$ cat src/rtl/jt51_exp_serial.sv
// rtl/jt51_exp_serial.sv - double-buffered YM3012-style DAC serialiser for stereo mantissa/exponent pairs
module jt51_exp_serial #(
    parameter int PAD = 3
) (
    input  logic       i_clk,
    input  logic       i_rst,
    input  logic       i_cen,
    input  logic       i_sample,
    input  logic [9:0] i_left_man,
    input  logic [2:0] i_left_exp,
    input  logic [9:0] i_right_man,
    input  logic [2:0] i_right_exp,
    output logic       o_so,
    output logic       o_sh1,
    output logic       o_sh2,
    output logic       o_busy,
    output logic       o_overrun,
    output logic       o_underrun
);

    typedef enum logic {
        ST_IDLE = 1'b0,
        ST_RUN  = 1'b1
    } state_t;

    // Packed sample layout: {left_man, left_exp, right_man, right_exp}
    logic [25:0] r_hold;
    logic        r_pending;
    logic [25:0] r_frame;
    logic [4:0]  r_slot;
    state_t      r_state;

    logic        w_wrap;
    logic        w_load;
    logic        w_consume;
    logic [25:0] w_next_frame;
    logic [4:0]  w_next_slot;
    logic [12:0] w_half;
    logic [15:0] w_half_slots;
    logic        w_next_so;

    // A frame boundary is the cen that takes slot 31 back to 0
    assign w_wrap       = (r_state == ST_RUN) && (r_slot == 5'd31);
    assign w_load       = i_cen && ((r_state == ST_RUN) ? w_wrap : r_pending);
    assign w_consume    = w_load && r_pending;
    assign w_next_frame = w_consume ? r_hold : r_frame;
    assign w_next_slot  = (r_state == ST_RUN) ? (r_slot + 5'd1) : 5'd0;

    // Half-frame bit map: PAD zero slots, then mantissa LSB first, then exponent
    assign w_half       = w_next_slot[4] ? w_next_frame[12:0] : w_next_frame[25:13];
    assign w_half_slots = {w_half[2:0], w_half[12:3], {PAD{1'b0}}};
    assign w_next_so    = w_half_slots[w_next_slot[3:0]];

    // Holding register: latest sample wins; overwrite of an unconsumed sample flags overrun
    always_ff @(posedge i_clk) begin
        if (i_rst) begin
            r_hold    <= 26'd0;
            r_pending <= 1'b0;
            o_overrun <= 1'b0;
        end else begin
            o_overrun <= i_sample && r_pending && !w_consume;
            if (i_sample) begin
                r_hold    <= {i_left_man, i_left_exp, i_right_man, i_right_exp};
                r_pending <= 1'b1;
            end else if (w_consume) begin
                r_pending <= 1'b0;
            end
        end
    end

    // Serialiser FSM with registered pin outputs; state moves only on cen
    always_ff @(posedge i_clk) begin
        if (i_rst) begin
            r_state    <= ST_IDLE;
            r_slot     <= 5'd0;
            r_frame    <= 26'd0;
            o_so       <= 1'b0;
            o_sh1      <= 1'b0;
            o_sh2      <= 1'b0;
            o_busy     <= 1'b0;
            o_underrun <= 1'b0;
        end else begin
            o_underrun <= 1'b0;
            if (i_cen) begin
                case (r_state)
                    ST_IDLE: begin
                        if (r_pending) begin
                            r_state <= ST_RUN;
                            r_slot  <= 5'd0;
                            r_frame <= w_next_frame;
                            o_so    <= w_next_so;
                            o_sh1   <= 1'b1;
                            o_sh2   <= 1'b0;
                            o_busy  <= 1'b1;
                        end
                    end
                    ST_RUN: begin
                        r_slot  <= w_next_slot;
                        r_frame <= w_next_frame;
                        o_so    <= w_next_so;
                        o_sh1   <= !w_next_slot[4];
                        o_sh2   <= w_next_slot[4];
                        o_busy  <= 1'b1;
                        // Nothing new at the boundary: the previous sample repeats
                        if (w_wrap && !r_pending) begin
                            o_underrun <= 1'b1;
                        end
                    end
                    default: begin
                        r_state <= ST_IDLE;
                    end
                endcase
            end
        end
    end

endmodule

$ cat config.mk
export PLATFORM = sky130hd
export DESIGN_NAME = jt51_exp_serial
export DESIGN_NICKNAME = d
export VERILOG_FILES = /design/src/rtl/jt51_exp_serial.sv
export SDC_FILE = /design/constraint.sdc
export NUM_CORES = 1
export LEC_CHECK = 0
export BUFFER_PORTS_ARGS = -buffer_cell sky130_fd_sc_hd__buf_2
export CORE_MARGIN = 8
export CORE_UTILIZATION = 60
export DETAILED_ROUTE_END_ITERATION = 16
export PLACE_DENSITY = 0.89
export RECOVER_POWER = 100
export SLEW_MARGIN = 0
export SYNTH_ARGS = -nofsm -noshare
export SYNTH_HDL_FRONTEND = slang
export SYNTH_SLANG_ARGS = --single-unit
$ cat constraint.sdc
create_clock -name i_clk -period 4.5 [get_ports i_clk]
set_input_delay 0.45 -clock i_clk [delete_from_list [all_inputs] [get_ports i_clk]]
set_output_delay 0.45 -clock i_clk [all_outputs]
set_load 0.03 [all_outputs]
# --- Word level (Yosys, flattened, before mapping) ---
# Index checks and enable logic that the tools add are counted.
totals:
  register_bits: 65
  latch_bits: 0
  ram_bits: 0
  romBits: 0
  in_bits: 30
  memories: 0
op_classes:
  add_sub_neg: 1
  n_mul: 0
  div_mod_pow: 0
  n_lt_le_gt_ge: 1
  n_eq_ne: 2
  shift: 0
  mux: 22
  bitwise_logic: 2
  reduce_logical: 12
op_table:
  columns: ["operator", "count"]
  rows:
  - ["$mux W26", 2]
  - ["$pmux W26 S2", 1]
  - ["$mux W13", 1]
  - ["$mux W1", 10]
  - ["$mux W5", 2]
  - ["$pmux W5 S2", 1]
  - ["$pmux W1 S2", 4]
  - ["$logic_and A1 B1 Y1", 6]
  - ["$add A5 B1 Y5 const B", 1]
  - ["$eq A5 B5 Y1 const B", 1]
  - ["$lt A4 B5 Y1 const B", 1]
  - ["$bmux W1 S4", 1]
  - ["$logic_not A1 Y1", 3]
  - ["$reduce_or A3 Y1", 1]
  - ["$ne A2 B2 Y1 const B", 1]
  - ["$not A1 Y1", 2]
  - ["$reduce_and A2 Y1", 1]
  - ["$reduce_bool A2 Y1", 1]

# --- Logic depth before layout (Yosys ltp) ---
# Gate-level depths: netlist of the first run.
depth:
  ltp_word: 11
  depth_mapped: 10
  depth_no_buf: 9

# --- Worst setup path before layout of the first run ---
# No wires, ideal clock.
synth_path:
  path_kind: "flip-flop to flip-flop"
  start: "register r_slot[1]"
  end: "register o_so"
  setup_ns: 0.119
  t_arrival_ns: 2.201
  t_required_ns: 4.381
  slack_ns: 2.181
  stages_incl_launch_ff: 10
  period_less_slack_ns: 2.319
  cell_sequence: "dfxtp_1 > ha_1 > and3_1 > ha_1 > inv_1 > a21oi_4 > mux4_2 > a22oi_1 > o22ai_1 > o221a_1"
synth_between:
  elab_chain_cells: 11
synth_rtl:
  columns: ["element", "line_no", "text"]
  rows:
  - ["start: declaration", "30", "logic [4:0] r_slot;"]
  - ["start signal: assignment", "98", "r_slot <= w_next_slot;"]
  - ["$eq A5 B5 Y1", "43", "assign w_wrap = (r_state == ST_RUN) && (r_slot == 5'd31);"]
  - ["$logic_and A1 B1 Y1", "43", null]
  - ["$mux W1", "44", "assign w_load = i_cen && ((r_state == ST_RUN) ? w_wrap : r_pending);"]
  - ["$logic_and A1 B1 Y1", "44", null]
  - ["$logic_and A1 B1 Y1", "45", "assign w_consume = w_load && r_pending;"]
  - ["$mux W26", "46", "assign w_next_frame = w_consume ? r_hold : r_frame;"]
  - ["$mux W13", "50", "assign w_half = w_next_slot[4] ? w_next_frame[12:0] : w_next_frame[25:13];"]
  - ["$bmux W1 S4 *", "52", "assign w_next_so = w_half_slots[w_next_slot[3:0]];"]
  - ["$mux W1 (not written as such) *", "52", null]
  - ["$mux W1", "87", "if (r_pending) begin"]
  - ["$pmux W1 S2 *", "85", "case (r_state)"]
  - ["end signal: assignment", "91", "o_so <= w_next_so;"]
  - ["end signal: assignment", "100", "o_so <= w_next_so;"]
  - ["end: declaration", "13", "output logic o_so,"]
# Every way passes the cells marked *; elsewhere a longest branch is shown, timed or not. The select of a mux whose other input is x is not followed.
# A chain may end at the register's enable or synchronous reset.

# --- Worst setup path in the final report of the first run ---
layout_path:
  start: "register r_slot[0]"
  end: "register o_so"
# Same word-level chain as after synthesis.

==> flow_summary.ini, run 1 <==
[synth]
synth-edff-count = 0
seq_area_frac_synth_pct = 46.0
yosys-top-cells-count = dfxtp_1 (64), nand2_1 (49), nor2_1 (41)
synth_top_area_cell = dfxtp_1
syn-num-nets = 332
yosysWarnings = 0
async_flop_share_pct = 0
synth_most_common_cell = dfxtp_1
syn-cell-area_um2 = 2790
synthCells = 300
synth_ff_type = dfxtp_1
synthTopCellsByArea = dfxtp_1 (46%), mux2i_1 (11%), nand2_1 (6.6%), mux4_2 (5.7%), nor2_1 (5.5%)
avgSynthCellArea_um2 = 9.29
yosysTopAreaCellShare_pct = 46.0
ys_ff_latch = 64
yosysUniqueCellTypes = 43

[worst_setup_path]
critPathArrivalTime_ns = 3.72
critPathRequiredTime_ns = 4.74
start_kind = flip-flop
rrSetupSlack_ns = 1.02
end_kind = flip-flop
critical_path_class = flip-flop to flip-flop
critPathMaxFanout = 27

[floorplan]
initial_utilization_pct = 63.1
die_area_um2 = 7080
design.core.area_um2 = 4410
io_pins = 36
die_x_um = 84.1
rows = 24
die_y_um = 84.1

[timing]
skew_ns = 0.00742
tns_ns = 0
fin_crit_ns = 3.48
finalCritPeriodShare_pct = 77.3
setup_violations = 0
finalHoldViolCount = 0
max_slew.worst_pin.slew_ns = 2.59
rsz0062_at_grt = false
maxSlewViolCount = 65
max_freq_mhz = 288
relSlewSlack_pct = -72.6

[grt]
met1_usage_pct = 18.1
top_usage_layer = met2
grt_pass1_wl_um = 9630
grt_util_met2_pct = 26.8
grtUsageMet3_pct = 6.86
track_usage_pct = 16.6
antenna_found_initial = 0
grt_pass1_vias = 2156
grt_max_degree = 65
grt_overflow = 0

[clock_tree]
postCtsHoldBufs = 0
cts_sinks = 64
cts_made_buffers = 9
htreeDepth = 3
insertion_delay_ns = 0.35
cts_buffer_depth = 2
cts_resized = 0
cts_tree = built
path_clk_slew_ns = 0.07
cts_root_buffer = clkbuf_8
cts_setup_buffers = 0

[routing]
wl_per_cell_um = 14.9
drtIter0Drc = 238
drcViolationCount = 0
wl_um = 5680
vias = 2235
firstDrtPassIters = 4
ant_nets = 0
vias_per_cell = 5.87

[outcome]
violations = capacitance limit, slew limit
outcome = finished, violations left

[flow_run]
maxCapViolations = 1

[placed_design]
numPortBuffers = 35
gp_congestion = 0.866
post-dp-hpwl_um = 3830

[power_and_ir_drop]
p_leak_nw = 1.26
vdd_drop_max_mv = 0.296
power_mw = 1.16
powerDensity_nw_per_um2 = 376

[layout]
nNetsFinal = 356
drive_gt1_share_pct = 17.6
syn_to_final_growth_pct = 10.5
n_antenna_cell = 0

[min_path]
min_path_type = primary input to flip-flop
-- worst paths after layout --
kind,from,to,depth (start not counted)
setup / recovery,r_slot[0],o_so,9
setup reg to reg,r_slot[0],o_so,9
hold reg to reg,o_busy,o_busy,2
hold / removal,i_right_man[7],r_hold[10],3
-- power by group --
part	switching [mW]	leakage [nW]	internal, mW	total (mW)
Sequential	0.0183	0.523	0.589	0.607
Combinational	0.0551	0.636	0.0413	0.0965
Clock	0.211	0.0992	0.242	0.453
Total	0.284	1.26	0.872	1.16
-- area by class of cell --
class	count	area [um^2]
Clock buffer	13	169
Clock inverter	3	15.0
Fill cell	353	1340
Inverter	5	18.8
Multi-Input combinational cell	209	1360
Sequential cell	64	1280
Tap cell	52	65.1
Timing Repair Buffer	35	166
-- registers in the layout (all words and copies together) (netlist names) --
| signal | count |
|---|---|
| r_frame | 26 |
| r_hold | 26 |
| r_slot | 4 |
| o_busy | 1 |
| o_overrun | 1 |
| o_sh1 | 1 |
| o_sh2 | 1 |
| o_so | 1 |
| o_underrun | 1 |
| r_pending | 1 |
| r_state | 1 |
-- cell families after synthesis --
kind of cell / synth area share [%]
and+or+nand+nor: 17.8
DFF: 46.0
AOI/OAI and AO/OA: 11.0
muxes: 18.9
buffers and inverters: 4.85
xor gates and xnor gates: 0.629
adders and majority gates: 0.898
-- placed cells by master, fill, tap and decap left out, types with 7 or more instances in the layout --
master	netlist	routed
buf_2	8	28
nor2_1	41	41
dfxtp_1	64	64
nand2_1	49	49
clkbuf_8	0	12
mux2i_1	32	32
mux4_2	7	7
nand3_1	14	14
clkbuf_1	11	8
a21oi_1	28	28
-- through the flow --
stage | setup WS [ns] | std cells | instance area (um^2) | utilization, % | hold slack, ns
2_1_floorplan | 2.18 | 300 | 2790 | - | 0.432
3_3_place_gp | 1.58 | 365 | 2910 | 65.9 | 0.430
3_5_place_dp | 1.45 | 365 | 2910 | 65.9 | 0.437
4_1_cts | 1.41 | 381 | 3090 | 70.1 | 0.319
5_1_grt | 0.804 | 381 | 3080 | 69.7 | 0.332
6_report | 1.02 | 381 | 3080 | 69.7 | 0.333
-- worst max-delay path, cell delays in order, from the launching register on --
cell	delay, ns
dfxtp_1	0.53
ha_1	0.25
and3_1	0.16
ha_1	0.16
inv_1	0.09
a21oi_2	0.95
mux4_1	0.69
a21oi_1	0.18
a22oi_1	0.12
o221a_1	0.22
-- per-layer routing --
layer  wire (um)  vias to the layer above
li1            -                     1087
met1        2340                     1062
met2        2840                       76
met3         404                       10
met4          91                        0
met5           0                        -
(Power assumes the default switching activity.)
==> inputs of run 2 (changes only) <==
CORE_UTILIZATION = 51   (was 60)
PLACE_DENSITY = 0.82   (was 0.89)
clock period = 3.05 ns   (was 4.5 ns; I/O delays follow)
==> run 2 against run 1 <==
Compared with the run above: the flow still finishes with violations (capacitance limit, slew limit); largest cell class unchanged; clock skew down 0.0030 ns; critical path type unchanged; largest power group unchanged; critical endpoint unchanged; non-clock buffer count up 6; sequential power up 48%; first-iteration DRC count is 33% lower; setup slack worse by 0.77 ns.
==> flow_summary.ini, run 2 (same netlist as run 1, synthesis figures left out) <==
[outcome]
outcome = finished, violations left
violations = capacitance limit, slew limit

[timing]
hold_ws_ns = 0.199
max_slew.worst_pin.slew_ns = 1.95
rsz0062_at_grt = false
fin_crit_ns = 2.80
skew_ns = 0.00445
tns_ns = 0
finalCritPeriodShare_pct = 91.8
relSlewSlack_pct = -30.3
setup_violations = 0
finalHoldViolCount = 0
maxSlewViolCount = 75
max_freq_mhz = 357

[clock_tree]
cts_tree = built
cts_root_buffer = clkbuf_8
postCtsHoldBufs = 0
cts_setup_buffers = 0
path_clk_slew_ns = 0.06
cts_sinks = 64
cts_made_buffers = 9
cts_buffer_depth = 2
cts_resized = 0
htreeDepth = 3
insertion_delay_ns = 0.34

[routing]
ant_nets = 0
wl_per_cell_um = 14.4
wl_um = 5840
drcViolationCount = 0
vias = 2223
vias_per_cell = 5.48
wl_met1_um = 2500
routed.top_layer = met4
drtIter0Drc = 159
wl_met3_um = 423
firstDrtPassIters = 4
routed-wl-met2_um = 2760

[worst_setup_path]
cp-startpoint = r_slot[0]
rrSetupSlack_ns = 0.25
ff2ff_path_depth = 9
reg2reg_to = o_so
critical_path_class = flip-flop to flip-flop
r2r-start = r_slot[0]
critPathArrivalTime_ns = 3.03
end_kind = flip-flop
critPathRequiredTime_ns = 3.28
start_kind = flip-flop
critPathMaxFanout = 12

[grt]
track_usage_pct = 15.1
grt_pass1_wl_um = 9980
grt_pass1_vias = 2151
grt_overflow = 0
antenna_found_initial = 0
grt_max_degree = 46

[flow_run]
maxCapViolations = 2

[floorplan]
die_area_um2 = 8080
rows = 27
die_x_um = 89.9
design.core.area_um2 = 5410
io_pins = 36
initial_utilization_pct = 51.6
die_y_um = 89.9

[layout]
syn_to_final_growth_pct = 12.2
reg.largest.list = r_frame (26), r_hold (26), r_slot (4)
nFillCells = 490
drive_gt1_share_pct = 16.8
layout_common_cells = dfxtp_1 (64), nand2_1 (49), nor2_1 (41), mux2i_1 (32), a21oi_1 (28)
nNetsFinal = 362
final_common_cell = dfxtp_1
multiInputGateArea_um2 = 1370
n_antenna_cell = 0
seq_area_um2 = 1280

[power_and_ir_drop]
powerDensity_nw_per_um2 = 533
p_leak_nw = 1.26
vdd_drop_max_mv = 0.282

[min_path]
holdPathEnd = r_hold[1]
worst_hold_startpoint = i_right_exp[1]
holdPathStages = 3
min_path_type = primary input to flip-flop

[placed_design]
gp_congestion = 0.935
post-dp-hpwl_um = 3990
numPortBuffers = 35
==> run 2: through the flow <==
stage          setup slack, ns  power (mW)  cells  instance area (um^2)  util [%]
6_report                 0.249        1.67    406                  3130      57.8
5_1_grt                 0.0711        1.75    406                  3130      57.8
4_1_cts                  0.262        1.69    406                  3150      58.2
3_5_place_dp             0.283        1.06    391                  2980      55.1
3_3_place_gp             0.396        1.06    391                  2980      55.1
2_1_floorplan            0.731        1.02    300                  2790         -
==> run 2: how the worst max path moves through the flow <==
| stage | to | slack (ns) | cells past startpoint |
|---|---|---|---|
| floorplan | o_so | 0.73 | 9 |
| global placement | o_so | 0.40 | 9 |
| detailed placement | o_so | 0.28 | 9 |
| CTS | o_so | 0.26 | 9 |
| global route | o_so | 0.07 | 9 |
| finish | o_so | 0.25 | 9 |
==> run 2: per-layer routing <==
| metal | global-route usage (%) | vias up |
|---|---|---|
| met5 | 0 | - |
| met3 | 6.15 | 17 |
| li1 | - | 1099 |
| met2 | 24.2 | 74 |
| met4 | 8.18 | 0 |
| met1 | 16.8 | 1033 |
==> run 2: area by class of cell <==
type | instances | area share (%)
Multi-Input combinational cell | 209 | 43.8
Sequential cell | 64 | 41.0
Inverter | 5 | 0.600
Timing Repair Buffer | 41 | 6.37
Tap cell | 72 | 2.88
Clock buffer | 15 | 5.32
==> run 2: power breakdown <==
| part | leakage (nW) | internal, mW | switching [mW] |
|---|---|---|---|
| clock network | 0.0838 | 0.336 | 0.287 |
| registers | 0.523 | 0.869 | 0.0276 |
| logic | 0.653 | 0.0651 | 0.0827 |
| total | 1.26 | 1.27 | 0.397 |
==> run 2: worst max-delay path: stages, from the launching register on <==
cell and delay (ns):
dfxtp_1 0.50, ha_1 0.25, and3_1 0.17, ha_1 0.17
inv_1 0.10, a21oi_4 0.39, mux4_1 0.61, a21oi_1 0.17
a22oi_1 0.11, o221a_1 0.21
==> inputs of run 3 (changes only) <==
CORE_UTILIZATION = 60   (was 51)
PLACE_DENSITY = 0.89   (was 0.82)
clock period = 3.6 ns   (was 3.05 ns; I/O delays follow)
==> run 3 against run 2 <==
Compared with the run above: the flow still finishes with violations (capacitance limit, slew limit); total power fell by 6.7%; largest cell class unchanged; largest power group unchanged; clock power rose by 8.3%; highest routed layer unchanged; count of clock-buffer cells in the layout fell by 5; final cell count fell by 5.9%; combinational power fell by 18%; routed wire length fell by 1.2%.
==> flow_summary.ini, run 3 (same netlist as run 1, synthesis figures left out) <==
[worst_setup_path]
critical_path_class = flip-flop to flip-flop
ff2ff_path_depth = 10
reg2reg_to = o_so
r2r-start = r_slot[0]
end_kind = flip-flop
critPathArrivalTime_ns = 3.19
start_kind = flip-flop
critPathMaxFanout = 16
rrSetupSlack_ns = 0.65
critPathRequiredTime_ns = 3.84

[floorplan]
design.core.area_um2 = 4410
io_pins = 36
die_x_um = 84.1
die_area_um2 = 7080
initial_utilization_pct = 63.1
die_y_um = 84.1
rows = 24

[timing]
finalCritPeriodShare_pct = 81.9
skew_ns = 0.00725
finalHoldViolCount = 0
setup_violations = 0
tns_ns = 0
max_slew.worst_pin.slew_ns = 2.63
max_freq_mhz = 339
rsz0062_at_grt = false
relSlewSlack_pct = -75.0
maxSlewViolCount = 65
fin_crit_ns = 2.95

[grt]
antenna_found_initial = 0
grt_overflow = 0
grt_pass1_vias = 2213
grt_pass1_wl_um = 9750
grt_max_degree = 65
track_usage_pct = 16.7

[outcome]
violations = capacitance limit, slew limit
outcome = finished, violations left

[layout]
final_area_um2 = 3120
drive_gt1_share_pct = 18.2
n_antenna_cell = 0
layout_common_cells = dfxtp_1 (64), nand2_1 (49), nor2_1 (41), mux2i_1 (32)
reg.largest.list = r_frame (26), r_hold (26), r_slot (4)
nFillCells = 343
nNetsFinal = 357
syn_to_final_growth_pct = 12.0
final_common_cell = dfxtp_1

[clock_tree]
path_clk_slew_ns = 0.07
insertion_delay_ns = 0.34
cts_setup_buffers = 0
cts_sinks = 64
cts_root_buffer = clkbuf_8
cts_buffer_depth = 2
cts_resized = 0
htreeDepth = 3
postCtsHoldBufs = 0
cts_made_buffers = 9
cts_tree = built

[routing]
drcViolationCount = 0
vias_per_cell = 5.79
firstDrtPassIters = 4
wl_um = 5770
drtIter0Drc = 180
ant_nets = 0
vias = 2210
wl_per_cell_um = 15.1

[placed_design]
post-dp-hpwl_um = 3900
numPortBuffers = 35
placed_area_um2 = 2920
gp_congestion = 0.916

[min_path]
holdPathStages = 3
worst_hold_startpoint = i_right_man[5]
min_path_type = primary input to flip-flop
holdPathEnd = r_hold[8]

[flow_run]
maxCapViolations = 1

[power_and_ir_drop]
p_leak_nw = 1.28
vdd_drop_max_mv = 0.450
powerDensity_nw_per_um2 = 498
## run 3: worst max-delay path by stage
stage,from,to,slack (ns),cells past startpoint
after floorplan,r_slot[1],o_so,1.28,9
after global placement,r_slot[0],o_so,0.95,9
after detailed placement,r_slot[0],o_so,0.84,9
after CTS,r_slot[0],o_so,0.82,9
after global routing,r_slot[0],o_so,0.45,9
final,r_slot[0],o_so,0.65,10
## run 3: power breakdown
group,total [mW],internal [mW],switching (mW)
combinational,0.122,0.0522,0.0695
clock,0.675,0.405,0.270
sequential,0.759,0.736,0.0230
total,1.55,1.19,0.363
## run 3: layout make-up
cell class | count | area [um^2] | share of cell area (%)
Timing Repair Buffer | 36 | 174 | 5.57
Clock inverter | 6 | 82.6 | 2.65
Clock buffer | 10 | 138 | 4.41
Sequential cell | 64 | 1280 | 41.0
Inverter | 5 | 18.8 | 0.601
Multi-Input combinational cell | 209 | 1360 | 43.6
Tap cell | 52 | 65.1 | 2.08
## run 3: metal layers
layer | part of all wire [%] | track usage [%]
met1 | 42 | 18.1
met2 | 50 | 27.9
met4 | 2.0 | 7.69
met5 | 0 | 0
met3 | 6.0 | 6.47
## run 3: stage by stage
| stage | hold slack, ns | instances | worst slack (ns) | power, mW | utilization, % |
|---|---|---|---|---|---|
| after detailed placement | 0.447 | 366 | 0.840 | 0.897 | 66.1 |
| after CTS | 0.234 | 382 | 0.820 | 1.57 | 71.1 |
| after floorplan | 0.432 | 300 | 1.28 | 0.863 | - |
| final | 0.245 | 382 | 0.651 | 1.55 | 70.7 |
| after global placement | 0.431 | 366 | 0.948 | 0.892 | 66.1 |
| after global routing | 0.246 | 382 | 0.450 | 1.61 | 70.7 |
## run 3: critical path, stage by stage, from the launching register on
cell and delay, ns:
dfxtp_1 0.51, ha_1 0.24, and3_1 0.16, ha_1 0.17, inv_1 0.09, a21oi_2 0.53
buf_4 0.34, nand3_1 0.11, a221oi_1 0.33, a22oi_1 0.13, o221a_1 0.22
